[src/rtl/multiport_register_file_if.sv]
// rtl/multiport_register_file_if.sv - read, write and status signals of the multiport register file
interface multiport_register_file_if #(
  parameter int DATA_W = 32,
  parameter int ADDR_W = 5
);
  localparam int BE_W = DATA_W / 8;

  logic [ADDR_W-1:0] adr1;
  logic [ADDR_W-1:0] adr2;
  logic [ADDR_W-1:0] adr3;
  logic [DATA_W-1:0] dout1;
  logic [DATA_W-1:0] dout2;
  logic [DATA_W-1:0] dout3;
  logic              wr_en_a;
  logic              wr_en_b;
  logic [ADDR_W-1:0] awr_a;
  logic [ADDR_W-1:0] awr_b;
  logic [DATA_W-1:0] din_a;
  logic [DATA_W-1:0] din_b;
  logic [BE_W-1:0]   be_a;
  logic [BE_W-1:0]   be_b;
  logic              busy;

  modport master (
    output adr1, adr2, adr3,
    output wr_en_a, wr_en_b, awr_a, awr_b, din_a, din_b, be_a, be_b,
    input  dout1, dout2, dout3, busy
  );

  modport slave (
    input  adr1, adr2, adr3,
    input  wr_en_a, wr_en_b, awr_a, awr_b, din_a, din_b, be_a, be_b,
    output dout1, dout2, dout3, busy
  );
endinterface

[src/rtl/multiport_register_file.sv]
// rtl/multiport_register_file.sv - 3-read / 2-write register file with byte enables, bypass and clear engine
module multiport_register_file #(
  parameter int DATA_W   = 32,
  parameter int ADDR_W   = 5,
  parameter int ZERO_REG = 1,
  parameter int BYPASS   = 1
) (
  input  logic                 clk,
  input  logic                 rst,
  multiport_register_file_if.slave bus
);
  localparam int DEPTH = 1 << ADDR_W;
  localparam int BE_W  = DATA_W / 8;

  typedef enum logic {IDLE, CLEAR} state_t;

  state_t            state;
  state_t            state_nxt;
  logic [ADDR_W-1:0] cnt;
  logic [ADDR_W-1:0] cnt_nxt;
  logic              clr_en;
  logic              wr_a;
  logic              wr_b;
  logic [DATA_W-1:0] mem [DEPTH];
  logic [ADDR_W-1:0] radr [3];
  logic [DATA_W-1:0] rdata [3];

  // A write takes effect only in IDLE, outside a reset edge, and never to a hardwired-zero entry 0
  assign wr_a = (state == IDLE) && !rst && bus.wr_en_a &&
                !((ZERO_REG != 0) && (bus.awr_a == '0));
  assign wr_b = (state == IDLE) && !rst && bus.wr_en_b &&
                !((ZERO_REG != 0) && (bus.awr_b == '0));

  // State and clear-pointer register; reset (re)starts the clear at entry 0
  always_ff @(posedge clk) begin
    if (rst) begin
      state <= CLEAR;
      cnt   <= '0;
    end else begin
      state <= state_nxt;
      cnt   <= cnt_nxt;
    end
  end

  // Clear sequencing: one entry per edge, leave CLEAR after the last entry without wrapping cnt
  always_comb begin
    state_nxt = state;
    cnt_nxt   = cnt;
    clr_en    = 1'b0;
    if (state == CLEAR) begin
      clr_en = 1'b1;
      if (cnt == ADDR_W'(DEPTH - 1)) begin
        state_nxt = IDLE;
      end else begin
        cnt_nxt = cnt + 1'b1;
      end
    end
  end

  // Storage update: clear slot, or byte-enabled writes where port B's later assignment wins on overlap
  always_ff @(posedge clk) begin
    if (clr_en && !rst) begin
      mem[cnt] <= '0;
    end else begin
      for (int i = 0; i < BE_W; i++) begin
        if (wr_a && bus.be_a[i]) mem[bus.awr_a][8*i +: 8] <= bus.din_a[8*i +: 8];
        if (wr_b && bus.be_b[i]) mem[bus.awr_b][8*i +: 8] <= bus.din_b[8*i +: 8];
      end
    end
  end

  assign radr[0] = bus.adr1;
  assign radr[1] = bus.adr2;
  assign radr[2] = bus.adr3;

  // Read ports: stored word, optionally overlaid with this cycle's write bytes, then zero/busy masking
  always_comb begin
    for (int k = 0; k < 3; k++) begin
      rdata[k] = mem[radr[k]];
      if (BYPASS != 0) begin
        for (int i = 0; i < BE_W; i++) begin
          if (wr_a && bus.be_a[i] && (bus.awr_a == radr[k])) rdata[k][8*i +: 8] = bus.din_a[8*i +: 8];
          if (wr_b && bus.be_b[i] && (bus.awr_b == radr[k])) rdata[k][8*i +: 8] = bus.din_b[8*i +: 8];
        end
      end
      if ((ZERO_REG != 0) && (radr[k] == '0)) rdata[k] = '0;
      if (state == CLEAR) rdata[k] = '0;
    end
  end

  assign bus.dout1 = rdata[0];
  assign bus.dout2 = rdata[1];
  assign bus.dout3 = rdata[2];
  assign bus.busy  = (state == CLEAR);
endmodule

[src/flat_wrapper.sv]
// flat-port wrapper written by rule: the top's interface ports become plain ports
module multiport_register_file_flat 
#(
  parameter int DATA_W   = 32,
  parameter int ADDR_W   = 5,
  parameter int ZERO_REG = 1,
  parameter int BYPASS   = 1
)
  (clk, rst, bus_adr1, bus_adr2, bus_adr3, bus_wr_en_a, bus_wr_en_b, bus_awr_a, bus_awr_b, bus_din_a, bus_din_b, bus_be_a, bus_be_b, bus_dout1, bus_dout2, bus_dout3, bus_busy);
  multiport_register_file_if #(.DATA_W(DATA_W), .ADDR_W(ADDR_W)) bus_i ();
  input  logic clk;
  input  logic rst;
  input wire logic [$bits(bus_i.adr1)-1:0] bus_adr1;
  input wire logic [$bits(bus_i.adr2)-1:0] bus_adr2;
  input wire logic [$bits(bus_i.adr3)-1:0] bus_adr3;
  input wire logic [$bits(bus_i.wr_en_a)-1:0] bus_wr_en_a;
  input wire logic [$bits(bus_i.wr_en_b)-1:0] bus_wr_en_b;
  input wire logic [$bits(bus_i.awr_a)-1:0] bus_awr_a;
  input wire logic [$bits(bus_i.awr_b)-1:0] bus_awr_b;
  input wire logic [$bits(bus_i.din_a)-1:0] bus_din_a;
  input wire logic [$bits(bus_i.din_b)-1:0] bus_din_b;
  input wire logic [$bits(bus_i.be_a)-1:0] bus_be_a;
  input wire logic [$bits(bus_i.be_b)-1:0] bus_be_b;
  output wire logic [$bits(bus_i.dout1)-1:0] bus_dout1;
  output wire logic [$bits(bus_i.dout2)-1:0] bus_dout2;
  output wire logic [$bits(bus_i.dout3)-1:0] bus_dout3;
  output wire logic [$bits(bus_i.busy)-1:0] bus_busy;
  assign bus_i.adr1 = bus_adr1;
  assign bus_i.adr2 = bus_adr2;
  assign bus_i.adr3 = bus_adr3;
  assign bus_i.wr_en_a = bus_wr_en_a;
  assign bus_i.wr_en_b = bus_wr_en_b;
  assign bus_i.awr_a = bus_awr_a;
  assign bus_i.awr_b = bus_awr_b;
  assign bus_i.din_a = bus_din_a;
  assign bus_i.din_b = bus_din_b;
  assign bus_i.be_a = bus_be_a;
  assign bus_i.be_b = bus_be_b;
  assign bus_dout1 = bus_i.dout1;
  assign bus_dout2 = bus_i.dout2;
  assign bus_dout3 = bus_i.dout3;
  assign bus_busy = bus_i.busy;
  multiport_register_file #(.DATA_W(DATA_W), .ADDR_W(ADDR_W), .ZERO_REG(ZERO_REG), .BYPASS(BYPASS)) u_core (.clk(clk), .rst(rst), .bus(bus_i));
endmodule
[config.mk]
export PLATFORM = sky130hd
export DESIGN_NAME = multiport_register_file_flat
export DESIGN_NICKNAME = d
export VERILOG_FILES = /design/src/rtl/multiport_register_file_if.sv /design/src/rtl/multiport_register_file.sv /design/src/flat_wrapper.sv
export SDC_FILE = /design/constraint.sdc
export NUM_CORES = 2
export LEC_CHECK = 0
export ABC_CLOCK_PERIOD_IN_PS = 5200
export CAP_MARGIN = 20
export CORE_UTILIZATION = 45
export CTS_BUF_LIST = sky130_fd_sc_hd__clkbuf_4 sky130_fd_sc_hd__clkbuf_8
export DETAILED_ROUTE_END_ITERATION = 6
export PLACE_DENSITY = 0.6
export SYNTH_ARGS = -nofsm -noshare
export SYNTH_HDL_FRONTEND = slang
export SYNTH_SLANG_ARGS = --single-unit
export TNS_END_PERCENT = 50
[constraint.sdc]
create_clock -name clk -period 5.2 [get_ports clk]
set_input_delay 1.56 -clock clk [delete_from_list [all_inputs] [get_ports clk]]
set_output_delay 1.56 -clock clk [all_outputs]
set_load 0.05 [all_outputs]
Word-level counts from Yosys, hierarchy flattened
Memories as Yosys holds them, arrays and structs flattened.
Cells that the tools add are included.

word-level totals
  flip-flop bits (word level) = 6
  bits in writable memories = 1024
  word-level logic and storage cells = 123
  memories kept = 1

cells by class
  add/sub/neg operators = 1
  equality and inequality tests = 7
  mux-type cells = 62
  bitwise logic cells = 2
  reductions and logical operators = 48

memory list
  name        words  bits a word  rd ports  clocked after memory_dff  write ports  line                           RTL
  u_core.mem  32     32           3         0                         2            multiport_register_file.sv:24  logic [DATA_W-1:0] mem [DEPTH];

operator list
  operator             count
  $mux 32              7
  $mux 8               24
  $logic_and 1x1->1    38
  $reduce_or 32->1     1
  $eq 5x5->1           6
  $mux 1               29
  $logic_not 5->1      5
  $add 5x1->5 const B  1
  $eq 5x5->1 const B   1
  $mux 5               1
  $mux 4               1
  $logic_not 1->1      3
  $not 1->1            2
  $reduce_and 2->1     1

Logic depth before layout (Yosys ltp)
  depth after elaboration = 10
  depth in mapped cells = 10
  depth with buffers taken out = 7

Worst setup path before layout
Ideal clock, no wire load.

  path kind = input-to-output
  from = input bus_awr_a[1]
  to = output bus_dout1[10]
  arrival = 4.211 ns
  data required time = 3.640 ns
  slack = -0.571 ns
  stages on the path = 8
  buffers on the path = 3
  cells stage by stage = buf_2 > or4_4 > buf_6 > o2111ai_1 > nor3_2 > or3_1 > buf_2 > o22ai_1

between the ends
  longest elaborated chain between the ends = 9
  elaborated cells on any way between the ends = 10

RTL lines
  item                   line                           RTL
  start: declaration     flat_wrapper.sv:18             input wire logic [$bits(bus_i.awr_a)-1:0] bus_awr_a;
  $logic_not 5->1        multiport_register_file.sv:30  !((ZERO_REG != 0) && (bus.awr_a == '0));
  $logic_not 1->1        multiport_register_file.sv:30
  $logic_and 1x1->1      multiport_register_file.sv:29  assign wr_a = (state == IDLE) && !rst && bus.wr_en_a &&
  $logic_and 1x1->1      multiport_register_file.sv:82  if (wr_a && bus.be_a[i] && (bus.awr_a == radr[k])) rdata[k][8*i +: 8] = bus.din_a[8*i +: 8];
  $logic_and 1x1->1 (*)  multiport_register_file.sv:82
  $mux 8 (*)             multiport_register_file.sv:82
  $mux 8 (*)             multiport_register_file.sv:83  if (wr_b && bus.be_b[i] && (bus.awr_b == radr[k])) rdata[k][8*i +: 8] = bus.din_b[8*i +: 8];
  $mux 32 (*)            multiport_register_file.sv:86  if ((ZERO_REG != 0) && (radr[k] == '0)) rdata[k] = '0;
  $mux 32 (*)            multiport_register_file.sv:87  if (state == CLEAR) rdata[k] = '0;
  end: declaration       flat_wrapper.sv:24             output wire logic [$bits(bus_i.dout1)-1:0] bus_dout1;

Every way passes the cells marked *; elsewhere a longest branch is shown, timed or not.

Worst setup path after layout
  from = input bus_adr3[2]
  to = output bus_dout3[0]

between the ends
  longest elaborated chain between the ends = 6
  elaborated cells on any way between the ends = 10

RTL lines
  item                                                                   line                           RTL
  start: declaration                                                     flat_wrapper.sv:15             input wire logic [$bits(bus_i.adr3)-1:0] bus_adr3;
  parallel branches: the longest is 4 deep, another holds $mem_v2 32x32  n/a
  $mux 32 (*)                                                            multiport_register_file.sv:86
  $mux 32 (*)                                                            multiport_register_file.sv:87
  end: declaration                                                       flat_wrapper.sv:26             output wire logic [$bits(bus_i.dout3)-1:0] bus_dout3;

Mark *: on every way between the ends.

==> impl_metrics.json <==
{
  "outcome": "complete, but fails checks",
  "violations": "negative setup slack",
  "antenna_found_initial": 16,
  "fp-row-count": 145,
  "critPathArrivalTime_ps": 4060,
  "synth-edff-count": 1024,
  "dr.pass1.iters": 6,
  "cts_num_sinks": 1030,
  "worst_ir_drop_vdd_v": 0.000232,
  "cp_max_fo": 21,
  "crit_path_start_kind": "input pin",
  "ios": 198,
  "drive_above_1_share_pct": 39.2,
  "clock_skew_ps": 40.0,
  "wl_mm": 335,
  "start_util_pct": 45.5,
  "clk_pin_slew_ps": 70,
  "stdcell_count": 9333,
  "globalplace.congestion": 1.04,
  "io_buffers": 197,
  "first_iter_violations": 9710,
  "period_share_pct": 108,
  "die_w_um": 400,
  "wl_per_cell_um": 35.9,
  "syn_area_um2": 71300,
  "synth-warning-count": 0,
  "layout_min_cycle_time_ps": 5620,
  "numCtsBuffers": 187,
  "grt_usage_pct": 40.7,
  "tritoncts": "built",
  "grt_overflow": 0,
  "reg2reg_to": "u_core.mem[15][19]",
  "synth.top_cell.area_share_pct": 43.1,
  "maxCapViolations": 0,
  "finalMaxSlewViolations": 0,
  "grt_first_pass_wirelength_mm": 457,
  "nets": 7202,
  "setup_viol": 96,
  "cp-endpoint": "bus_dout3[0]",
  "grt_max_degree": 55,
  "tightest_slew_ps": 1080,
  "endpoint_kind": "output pin",
  "crit_start": "bus_adr3[2]",
  "die_height_um": 400,
  "ys_types": 59,
  "synth-seq-cells": 1030,
  "hold_viol": 0,
  "netlist_instances": 6124,
  "synth_nets": 6227,
  "clk-insertion-delay-late_ps": 980,
  "viasPerCell": 6.98,
  "async_flop_share_pct": 0,
  "setup_tns_ps": -22010,
  "fmax_ghz": 0.178,
  "p_leak_nw": 32.1,
  "r2r_setup_slack_ps": 1820,
  "rsz0062_at_grt": "true",
  "syn_avg_cell_area_um2": 11.6,
  "vias": 65200,
  "core_um2": 157000,
  "grt_pass1_vias": 61500,
  "dieArea_um2": 160000,
  "synthFlopType": "edfxtp_1",
  "relSlewSlack_pct": 27.7,
  "synth.area.top_cells": "edfxtp_1 (43%), mux4_2 (20%), o21ai_0 (6.2%)",
  "place_ws_ps": -929,
  "syn_to_final_growth_pct": 30.9,
  "clk_path_buf_depth": 3,
  "synth_commonest_cells": "edfxtp_1 (1,024), nand2_1 (1,005), o21ai_0 (880), mux4_2 (648), clkbuf_1 (487)",
  "place_hpwl_mm": 238,
  "dp.cells": 8781,
  "r2r_cells": 7,
  "yosysMostFrequentCell": "edfxtp_1",
  "r2r-start": "u_core.bus.busy",
  "hold_class": "reg -> reg",
  "worst_ep_required_time_ps": 3640,
  "critical_path_class": "in -> out",
  "synth_top_area_cell": "edfxtp_1",
  "cts-root-buf": "clkbuf_8",
  "powerDensity_nw_per_um2": 218,
  "ctsHtreeMaxLevel": 4,
  "layout_setup_ws_ps": -419,
  "antenna_left": 0,
  "ys_seq_area_share_pct": 43.3,
  "drc_errors": 0
}
## worst min-delay path by stage
stage | end | slack [ps] | from | depth (start not counted)
after global placement | u_core.cnt[4] | 580 | u_core.cnt[4] | 2
after detailed placement | u_core.cnt[4] | 590 | u_core.cnt[4] | 2
after floorplan | u_core.cnt[4] | 540 | u_core.cnt[4] | 2
after CTS | u_core.cnt[4] | 600 | u_core.cnt[4] | 2
after global routing | u_core.cnt[4] | 640 | u_core.cnt[4] | 2
final | u_core.cnt[4] | 610 | u_core.cnt[4] | 2
## sequential cells by signal, indices dropped and copies added, names as in the netlist
register         flops
u_core.bus.busy      1
u_core.mem        1024
u_core.cnt           5
## critical path, stage by stage
cell and delay, ps:
buf_4 170, buf_4 490, buf_4 520, mux4_2 410
nor4b_4 150, a2111o_2 530, buf_12 180
## cell usage in the layout, fill, tap and decap left out, drive strengths merged, types with 47 or more instances in the layout
cell and count:
buf 1377, edfxtp 1024, nand2 1009, o21ai 881, mux4 648, mux2i 393, clkbuf 276, a221oi 216
a22oi 144, nor2 142, mux2 131, o21bai 116, o22ai 112, clkinv 85, a2111oi 80, nand3 68
clkdlybuf4s50 66, nand4 49, inv 47
## per-layer routing
layer,up-vias,global-route usage (%),share of wire [%]
met5,-,0,0.012
met4,6,25.3,7.6
met3,1158,12.9,13
met2,5138,60.9,44
met1,32400,51.4,35
li1,26400,-,-
## what timing repair did
action	in CTS	in global routing
hold buffers	0	0
buffers inserted	75	94
pin swaps	66	82
endpoints found under the hold margin	0	0
resized for setup	376	271
setup endpoints to repair	96	96
gates cloned	12	25
## logic make-up after synthesis
group | synth area share (%)
xor gates and xnor gates | 0.405
DFF | 43.3
AOI/OAI and AO/OA | 14.6
adders and majority gates | 0.0351
muxes | 28.2
buffers and inverters | 4.24
and+or+nand+nor | 9.26
## power by group
| part | internal, mW | leakage (nW) | total [mW] | switching, mW |
|---|---|---|---|---|
| clock | 4.12 | 1.95 | 7.92 | 3.80 |
| combinational | 1.44 | 21.5 | 3.34 | 1.89 |
| sequential | 9.06 | 8.60 | 9.11 | 0.0494 |
| total | 14.6 | 32.1 | 20.4 | 5.75 |
## through the flow
step / cell area, um^2 / hold WS [ps] / util (%) / power (mW)
floorplan: 71900 / 544 / - / 10.7
CTS: 90700 / 601 / 57.9 / 20.0
finish: 93300 / 613 / 59.5 / 20.4
detailed placement: 84500 / 593 / 53.9 / 12.1
global route: 93300 / 641 / 59.5 / 20.7
global placement: 84500 / 582 / 53.9 / 12.1
## final cells by class
class                   instances  area (um^2)
clock inverters               102          692
fillers                     12600        63400
repair buffers               1483        15900
diodes                         17         42.5
inverters                      42          163
well taps                    2058         2570
clock buffers                 246         3020
flip-flops and latches       1030        30900
multi-input cells            4355        40000
(Power assumes the default switching activity.)
